File: src/rtl/memory_n_to_1_arbiter.sv
// Shares one single-port RAM among NUM_CH clients, each with a private window and a round-robin or locked grant.
// Latency: the grant is combinational in the request cycle. Read data and its channel tag follow one cycle later.
// Backpressure: a client holds req until it sees gnt. Only one access is served per cycle.

module single_port_mem #(
    parameter int WIDTH = 64,
    parameter int DEPTH = 28,
    parameter int AW    = 5
) (
    input  logic             clk,
    input  logic             en,
    input  logic             we,
    input  logic [AW-1:0]    addr,
    input  logic [WIDTH-1:0] din,
    output logic [WIDTH-1:0] dout
);
    logic [WIDTH-1:0] mem [DEPTH];

    // Contents survive reset by design; only the read register sees traffic.
    always_ff @(posedge clk) begin
        if (en) begin
            if (we)
                mem[addr] <= din;
            else
                dout <= mem[addr];
        end
    end
endmodule

module memory_n_to_1_arbiter #(
    parameter int WIDTH            = 64,
    parameter int NUM_CH           = 4,
    parameter int SINGLE_MEM_DEPTH = 7
) (
    input  logic                                     clk,
    input  logic                                     rst_n,
    input  logic [NUM_CH-1:0]                        req,
    input  logic [NUM_CH-1:0]                        req_we,
    input  logic [NUM_CH-1:0]                        req_lock,
    input  logic [NUM_CH*$clog2(SINGLE_MEM_DEPTH)-1:0] req_addr,
    input  logic [NUM_CH*WIDTH-1:0]                  req_din,
    output logic [NUM_CH-1:0]                        gnt,
    output logic                                     rd_valid,
    output logic [(($clog2(NUM_CH) < 1) ? 1 : $clog2(NUM_CH))-1:0] rd_ch,
    output logic [WIDTH-1:0]                         rd_dout,
    output logic                                     err_oor,
    input  logic                                     err_clr
);
    localparam int SINGLE_MEM_DEPTH_LOG = $clog2(SINGLE_MEM_DEPTH);
    localparam int FULL_MEM_DEPTH       = NUM_CH * SINGLE_MEM_DEPTH;
    localparam int FULL_MEM_DEPTH_LOG   = $clog2(FULL_MEM_DEPTH);
    localparam int CH_LOG               = ($clog2(NUM_CH) < 1) ? 1 : $clog2(NUM_CH);
    localparam int SMDL                 = SINGLE_MEM_DEPTH_LOG;

    logic [CH_LOG-1:0]             rr_ptr;
    logic                          lock_vld;
    logic [CH_LOG-1:0]             lock_owner;
    logic                          oor_q;

    logic                          gnt_any;
    logic [CH_LOG-1:0]             gnt_ch;
    logic [CH_LOG-1:0]             idx;
    logic [SMDL-1:0]               local_addr;
    logic                          oor;
    logic [FULL_MEM_DEPTH_LOG-1:0] base_addr;
    logic [FULL_MEM_DEPTH_LOG-1:0] phys_addr;
    logic                          gnt_we;
    logic [WIDTH-1:0]              gnt_din;
    logic                          mem_en;
    logic [WIDTH-1:0]              mem_dout;

    // A held lock beats round-robin; a locked client dropping req frees the slot at once.
    always_comb begin
        gnt_any = 1'b0;
        gnt_ch  = '0;
        idx     = '0;
        if (lock_vld && req[lock_owner]) begin
            gnt_any = 1'b1;
            gnt_ch  = lock_owner;
        end else begin
            for (int k = 0; k < NUM_CH; k++) begin
                idx = CH_LOG'((int'(rr_ptr) + k) % NUM_CH);
                if (!gnt_any && req[idx]) begin
                    gnt_any = 1'b1;
                    gnt_ch  = idx;
                end
            end
        end
    end

    always_comb begin
        gnt = '0;
        if (gnt_any)
            gnt[gnt_ch] = 1'b1;
    end

    // Widen by one bit so a power-of-two window depth still compares correctly.
    always_comb begin
        local_addr = req_addr[int'(gnt_ch)*SMDL +: SMDL];
        oor        = ({1'b0, local_addr} >= (SMDL+1)'(SINGLE_MEM_DEPTH));
        base_addr  = FULL_MEM_DEPTH_LOG'(int'(gnt_ch) * SINGLE_MEM_DEPTH);
        phys_addr  = base_addr + FULL_MEM_DEPTH_LOG'(local_addr);
        gnt_we     = req_we[gnt_ch];
        gnt_din    = req_din[int'(gnt_ch)*WIDTH +: WIDTH];
        mem_en     = gnt_any && !oor;
    end

    single_port_mem #(
        .WIDTH (WIDTH),
        .DEPTH (FULL_MEM_DEPTH),
        .AW    (FULL_MEM_DEPTH_LOG)
    ) u_mem (
        .clk  (clk),
        .en   (mem_en),
        .we   (gnt_we),
        .addr (phys_addr),
        .din  (gnt_din),
        .dout (mem_dout)
    );

    always_ff @(posedge clk or negedge rst_n) begin
        if (!rst_n) begin
            rr_ptr     <= '0;
            lock_vld   <= 1'b0;
            lock_owner <= '0;
            rd_valid   <= 1'b0;
            rd_ch      <= '0;
            oor_q      <= 1'b0;
            err_oor    <= 1'b0;
        end else begin
            rd_valid <= gnt_any && !gnt_we;
            if (gnt_any) begin
                rr_ptr     <= (gnt_ch == CH_LOG'(NUM_CH-1)) ? '0 : gnt_ch + 1'b1;
                lock_vld   <= req_lock[gnt_ch];
                lock_owner <= gnt_ch;
                if (!gnt_we) begin
                    rd_ch <= gnt_ch;
                    oor_q <= oor;
                end
            end else begin
                lock_vld <= 1'b0;
            end
            // A new out-of-range grant outranks a simultaneous clear.
            if (gnt_any && oor)
                err_oor <= 1'b1;
            else if (err_clr)
                err_oor <= 1'b0;
        end
    end

    // The RAM holds its last read word, so out-of-range reads are zeroed here.
    assign rd_dout = oor_q ? '0 : mem_dout;
endmodule
File: config.mk
export PLATFORM = sky130hd
export DESIGN_NAME = memory_n_to_1_arbiter
export DESIGN_NICKNAME = d
export VERILOG_FILES = /design/src/rtl/memory_n_to_1_arbiter.sv
export SDC_FILE = /design/constraint.sdc
export NUM_CORES = 2
export LEC_CHECK = 0
export ABC_AREA = 0
export CORE_ASPECT_RATIO = 1.25
export CORE_MARGIN = 1.5
export CORE_UTILIZATION = 50
export DETAILED_ROUTE_END_ITERATION = 6
export GPL_TIMING_DRIVEN = 1
export PLACE_DENSITY = 0.68
export SYNTH_ARGS = -nofsm -noshare
export SYNTH_HDL_FRONTEND = slang
export SYNTH_SLANG_ARGS = --single-unit
File: constraint.sdc
create_clock -name clk -period 15.1 [get_ports clk]
set_clock_uncertainty 0.05 [all_clocks]
set_input_delay 2.265 -clock clk [delete_from_list [all_inputs] [get_ports clk]]
set_output_delay 2.265 -clock clk [all_outputs]
set_load 0.005 [all_outputs]
# Word-level counts from Yosys, hierarchy flattened
# Memories as Yosys holds them, arrays and structs flattened. A register that Yosys moved wholly into a read port is not among the register bits.
# Cells that the tools add are included.
dict set report classes {
  n_shift 2
  muxes 38
  bitwise_logic 1
  div_mod_pow 0
  magnitude_cmp 8
  n_reduce_logical 16
  add_sub_neg 5
  n_eq_ne 1
  mul 2
}
# cell count
set op_table {}
lappend op_table {{indexed part select 256 x 9 -> 64 bit} 1}
lappend op_table {{2-to-1 mux 64 bit} 1}
lappend op_table {{2-to-1 mux 1 bit} 22}
lappend op_table {{less-than comparator 2 x 3 -> 1 bit (second input constant)} 6}
lappend op_table {{binary-select mux 1 bit (select 2 bit)} 7}
lappend op_table {{2-to-1 mux 2 bit} 6}
lappend op_table {{indexed part select 12 x 5 -> 3 bit} 1}
lappend op_table {{logical AND 1 bit} 8}
lappend op_table {{adder 5 x 3 -> 5 bit} 1}
lappend op_table {{zero test 1 bit} 5}
lappend op_table {{multiplier 2 x 3 -> 5 bit (second input constant)} 1}
lappend op_table {{adder 2 x 1 -> 2 bit (second input constant)} 2}
lappend op_table {{adder 2 bit (second input constant)} 2}
lappend op_table {{multiplier 2 x 2 -> 4 bit (second input constant)} 1}
lappend op_table {{2-to-1 mux 4 bit} 1}
lappend op_table {{AND reduction 2 bit} 2}
lappend op_table {{greater-or-equal comparator 3 bit (second input constant)} 1}
lappend op_table {{demux 1 bit (select 2 bit)} 1}
lappend op_table {{equality test 2 bit (second input constant)} 1}
lappend op_table {{greater-or-equal comparator 2 x 1 -> 1 bit (second input constant)} 1}
lappend op_table {{nonzero test 2 bit} 1}
lappend op_table {{inverter 1 bit} 1}
dict set report word_totals {
  out_inout_bits 72
  reg_bits 10
  mem_count 1
  mem_bits_rw 1792
  rom_bits 0
  inputBits 283
  latchBits 0
}
# name depth word_bits rd rd_clocked_by_memory_dff wr line
set memory_table {}
lappend memory_table {u_mem.mem 28 64 1 1 1 17} ;# logic [WIDTH-1:0] mem [DEPTH];

# Longest topological paths before layout
dict set report logic_depth {
  word_depth 23
  ltp_mapped 20
  mapped_depth_nobuf 14
}

# Modules after synthesis
# From an unflattened synthesis, not the netlist that was laid out.
dict set report unflattened {
  hier_cells 3980
  area_unflattened_um2 73615.6
}
# mod seq_area_each_um2 cells_per_inst instances area_each_um2
set by_module_without_submodules {}
lappend by_module_without_submodules {single_port_mem 55733.5 3374 1 70231.1}
lappend by_module_without_submodules {memory_n_to_1_arbiter 250.2 606 1 3384.5}

# Least setup slack after synthesis
# Ideal clock, no wire load.
dict set report synth_timing {
  kind {input port to flip-flop}
  startpoint {in req[1]}
  endpoint {mem u_mem.mem[12][0], enable pin}
  cell_stages 18
  slack_ns 2.220
  required_ns 14.407
  t_arrival_ns 12.186
  setup_ns 0.643
  path_cell_list {mux2_2 and2_2 a311o_1 buf_6 nand2_2 inv_1 buf_2 clkbuf_1 fa_1 inv_1 ha_1 fa_1 xor2_1 buf_2 buf_2 and2_2 nand3_1 nor4_1}
}
dict set report synth_between {
  elab_chain_len 23
  elab_cells_between_ends 42
  classes_between {add/sub (1); mul (2); order compare (1); shift (1); mux (28); reduce/logical (9)}
}
# element line
set synth_lines {}
lappend synth_lines {{start, declared} 37} ;# input logic [NUM_CH-1:0] req,
lappend synth_lines {{binary-select mux 1 bit (select 2 bit)} 83} ;# if (!gnt_any && req[idx]) begin
lappend synth_lines {{2-to-1 mux 1 bit (implied by the code)} 83}
lappend synth_lines {{2-to-1 mux 1 bit} 83}
lappend synth_lines {{2-to-1 mux 1 bit} 77} ;# if (lock_vld && req[lock_owner]) begin
lappend synth_lines {{zero test 1 bit} 83}
lappend synth_lines {{logical AND 1 bit} 83}
lappend synth_lines {{2-to-1 mux 1 bit} 83}
lappend synth_lines {{2-to-1 mux 1 bit} 77}
lappend synth_lines {{(+7 left out)} --}
lappend synth_lines {{2-to-1 mux 2 bit} 77}
lappend synth_lines {{multiplier 2 x 2 -> 4 bit} 99} ;# local_addr = req_addr[int'(gnt_ch)*SMDL +: SMDL];
lappend synth_lines {{indexed part select 12 x 5 -> 3 bit} 99}
lappend synth_lines {{greater-or-equal comparator 3 bit} 100} ;# oor = ({1'b0, local_addr} >= (SMDL+1)'(SINGLE_MEM_DEPTH));
lappend synth_lines {{zero test 1 bit} 105} ;# mem_en = gnt_any && !oor;
lappend synth_lines {{logical AND 1 bit} 105}
lappend synth_lines {{2-to-1 mux 1 bit} 21} ;# if (en) begin
lappend synth_lines {{2-to-1 mux 1 bit (implied by the code)} 23} ;# mem[addr] <= din;
lappend synth_lines {{end, declared} 17}
# Several ways; a longest one is shown, not always the timed one. The select of a mux whose other input is x is not followed.

# Worst setup path after layout
dict set report layout_timing {
  startpoint {in req[0]}
  endpoint {mem u_mem.mem[14][10], enable pin}
}
# Same word-level chain as after synthesis.

==> impl_metrics.py <==
metrics = {
    "outcome": {
        "outcome": "completed",
    },
    "critical_path": {
        "worstSetupPathType": "primary input to flip-flop",
        "path_depth": 14,
        "worstSetupStartpointType": "primary input",
        "critPathRequiredTime_ps": 15450,
        "r2r-start": "rr_ptr[1]",
        "r2r_end": "u_mem.mem[14][10]",
        "slowest_delay_ps": 1330,
        "path_cells": "clkdlybuf4s50_1 > and4bb_1 > o21ba_1 > a311o_1 > nand2_8 > inv_4 > fa_1 > inv_1 > ha_4 > fa_4 > buf_4 > nand3_1 > nor4_2 > buf_4",
        "r2r_slack_ps": 7790,
        "rr_worst_depth": 13,
        "worst_setup_path_end_kind": "flip-flop",
        "worstPathArrival_ps": 9250,
        "crit_slowest_cell": "fa_4",
        "critPathMaxFanout": 69,
        "crit_family": "buffers and inverters",
        "crit_top_cell": "buf_4",
        "timing.critical_path.buf_inv": 5,
    },
    "clock_network": {
        "insertion_delay_ps": 800,
        "cts_buffers": 167,
        "cts_sinks": 1866,
        "cts_setup_buffers": 0,
        "holdBufCountCts": 0,
        "clockBufferDepth": 3,
        "post_cts_resized": 0,
        "cts_root_buffer": "clkbuf_16",
        "htreeDepth": 4,
        "path_clk_slew_ps": 70,
        "cts_tree": "yes",
    },
    "yosys": {
        "synth_nets": 3788,
        "synthCells": 3494,
        "synth_flop_cell": "edfxtp_1",
        "synth.distinct_cells": 56,
        "synth_edf_count": 1856,
        "yosysSeqAreaShare_pct": 76.3,
        "synthArstFlopShare_pct": 0.536,
        "ys_warn_count": 0,
        "syn-cell-area_mm2": 0.0734,
        "ys_ff_latch": 1866,
        "avgSynthCellArea_um2": 21.0,
    },
    "detailed_routing": {
        "vias_per_cell": 6.13,
        "vias": 36700,
        "dr.pass1.iters": 5,
        "remaining_drc_errors": 0,
        "wl_per_cell_um": 30.0,
        "drt-total-wl_um": 179000,
        "ant_nets": 0,
        "drt_first_iter_violations": 3991,
    },
    "sta": {
        "clock.fmax_ghz": 0.112,
        "finalSetupViolations": 0,
        "slew_headroom_pct": 8.89,
        "maxSlewViolCount": 0,
        "finalCriticalPeriod_ps": 8900,
        "tightest_slew_ps": 1360,
        "period_share_pct": 59.0,
        "rsz0062_at_grt": "false",
        "fin_tns_setup_ps": 0,
        "hold_viol": 0,
    },
    "run": {
        "drv_cap": 0,
    },
    "layout": {
        "multiInputGateArea_mm2": 0.0171,
        "final_common_cell": "edfxtp_1",
        "nFillCells": 10500,
        "utilization_pct": 58.5,
        "nets": 4231,
        "drive_gt1_share_pct": 24.5,
        "register_area_mm2": 0.0560,
        "final_cells": 5984,
        "mostFrequentLayoutCells": "edfxtp_1, mux4_2, clkdlybuf4s50_1",
        "area_growth_pct": 16.5,
    },
    "floorplanning": {
        "die_area_mm2": 0.149,
        "core_area_mm2": 0.146,
        "io_pins": 355,
        "die_h_um": 431,
        "row_count": 157,
        "die_x_um": 346,
        "start_util_pct": 50.2,
    },
    "placement": {
        "dp_hpwl_um": 100000,
        "gp_congestion": 0.803,
        "numPortBuffers": 354,
        "placed_cells": 5676,
    },
    "global_routing": {
        "grt_max_degree": 107,
        "first_global_vias": 37500,
        "grt_pass1_wl_um": 258000,
        "grt_overflow": 0,
        "track_usage_pct": 24.2,
        "antenna_found_initial": 4,
    },
    "min_path": {
        "hold_end": "lock_owner[1]",
        "hold_start": "lock_owner[1]",
        "hold_class": "flip-flop to flip-flop",
        "whs_path_depth": 2,
    },
}
==> flip-flops by register name (all words and copies together) (netlist names) <==
register / cells
u_mem.mem: 1792
u_mem.dout: 64
lock_owner: 2
rd_ch: 2
rr_ptr: 2
err_oor: 1
lock_vld: 1
oor_q: 1
rd_valid: 1
==> cells by family after synthesis <==
family                     share of synthesized area, %
buffers and inverters                              1.29
muxes                                              16.7
AOI/OAI and AO/OA                                  1.74
and+or+nand+nor                                    3.70
DFF                                                76.3
adders and majority gates                         0.218
xor gates and xnor gates                         0.0119
==> routing by layer <==
metal	wire, um	GRT usage, %
met4	6260	8.83
met1	69400	32.2
met3	13800	4.62
met2	89900	40.3
met5	13	0
==> worst max-delay path by stage <==
stage / start / to / slack (ps)
CTS: req[0] / u_mem.mem[14][10] / 6270
global route: req[0] / u_mem.mem[14][10] / 5950
global placement: req[1] / u_mem.mem[20][11] / 5480
finish: req[0] / u_mem.mem[14][10] / 6200
floorplan: req[1] / u_mem.mem[12][0] / 2220
detailed placement: req[0] / u_mem.mem[14][12] / 5410
==> final cells by class <==
class | instances | area share (%)
Antenna cell | 2 | 0.00585
Clock buffer | 204 | 5.24
Clock inverter | 102 | 1.06
Inverter | 11 | 0.0542
Multi-Input combinational cell | 1409 | 20.1
Sequential cell | 1866 | 65.5
Tap cell | 1908 | 2.79
Timing Repair Buffer | 482 | 5.30
==> worst register-to-register path: cells and delay by family (launching register included) <==
kind | cells | cell delay, ps
and+or+nand+nor | 4 | 1430
DFF | 1 | 500
adders and majority gates | 3 | 2070
AOI/OAI and AO/OA | 2 | 700
buffers and inverters | 4 | 2060
==> metrics by stage <==
stage / instance area [um2] / worst slack (ps) / hold WS, ps
CTS: 85500 / 6270 / 466
global route: 85500 / 5950 / 495
detailed placement: 80100 / 5410 / 446
finish: 85500 / 6200 / 463
global placement: 80100 / 5480 / 428
floorplan: 73400 / 2220 / 404
==> synth_stat cells, types with 3 or more instances <==
| master | n | area (um2) |
|---|---|---|
| mux2_2 | 4 | 45.0 |
| nor4_1 | 28 | 175 |
| nand3_1 | 3 | 15.0 |
| nand2_1 | 332 | 1250 |
| nor2_1 | 70 | 263 |
| clkbuf_1 | 128 | 480 |
| buf_6 | 5 | 56.3 |
| dfrtp_1 | 10 | 250 |
| o21ai_0 | 72 | 360 |
| inv_1 | 10 | 37.5 |
| buf_1 | 30 | 113 |
| mux4_2 | 513 | 11600 |
| a21oi_1 | 67 | 335 |
| ha_1 | 8 | 100 |
| and2_1 | 7 | 43.8 |
| mux2i_1 | 64 | 641 |
| a31oi_1 | 65 | 407 |
| buf_2 | 39 | 195 |
| edfxtp_1 | 1856 | 55700 |
| a21boi_0 | 4 | 30.0 |
| and3_1 | 64 | 400 |
| nor2b_1 | 65 | 407 |
| nor3_1 | 3 | 15.0 |
| fa_1 | 3 | 60.1 |
Power is not shown: default switching activity piles up to over one toggle a cycle in this logic, so the estimate is an artifact.
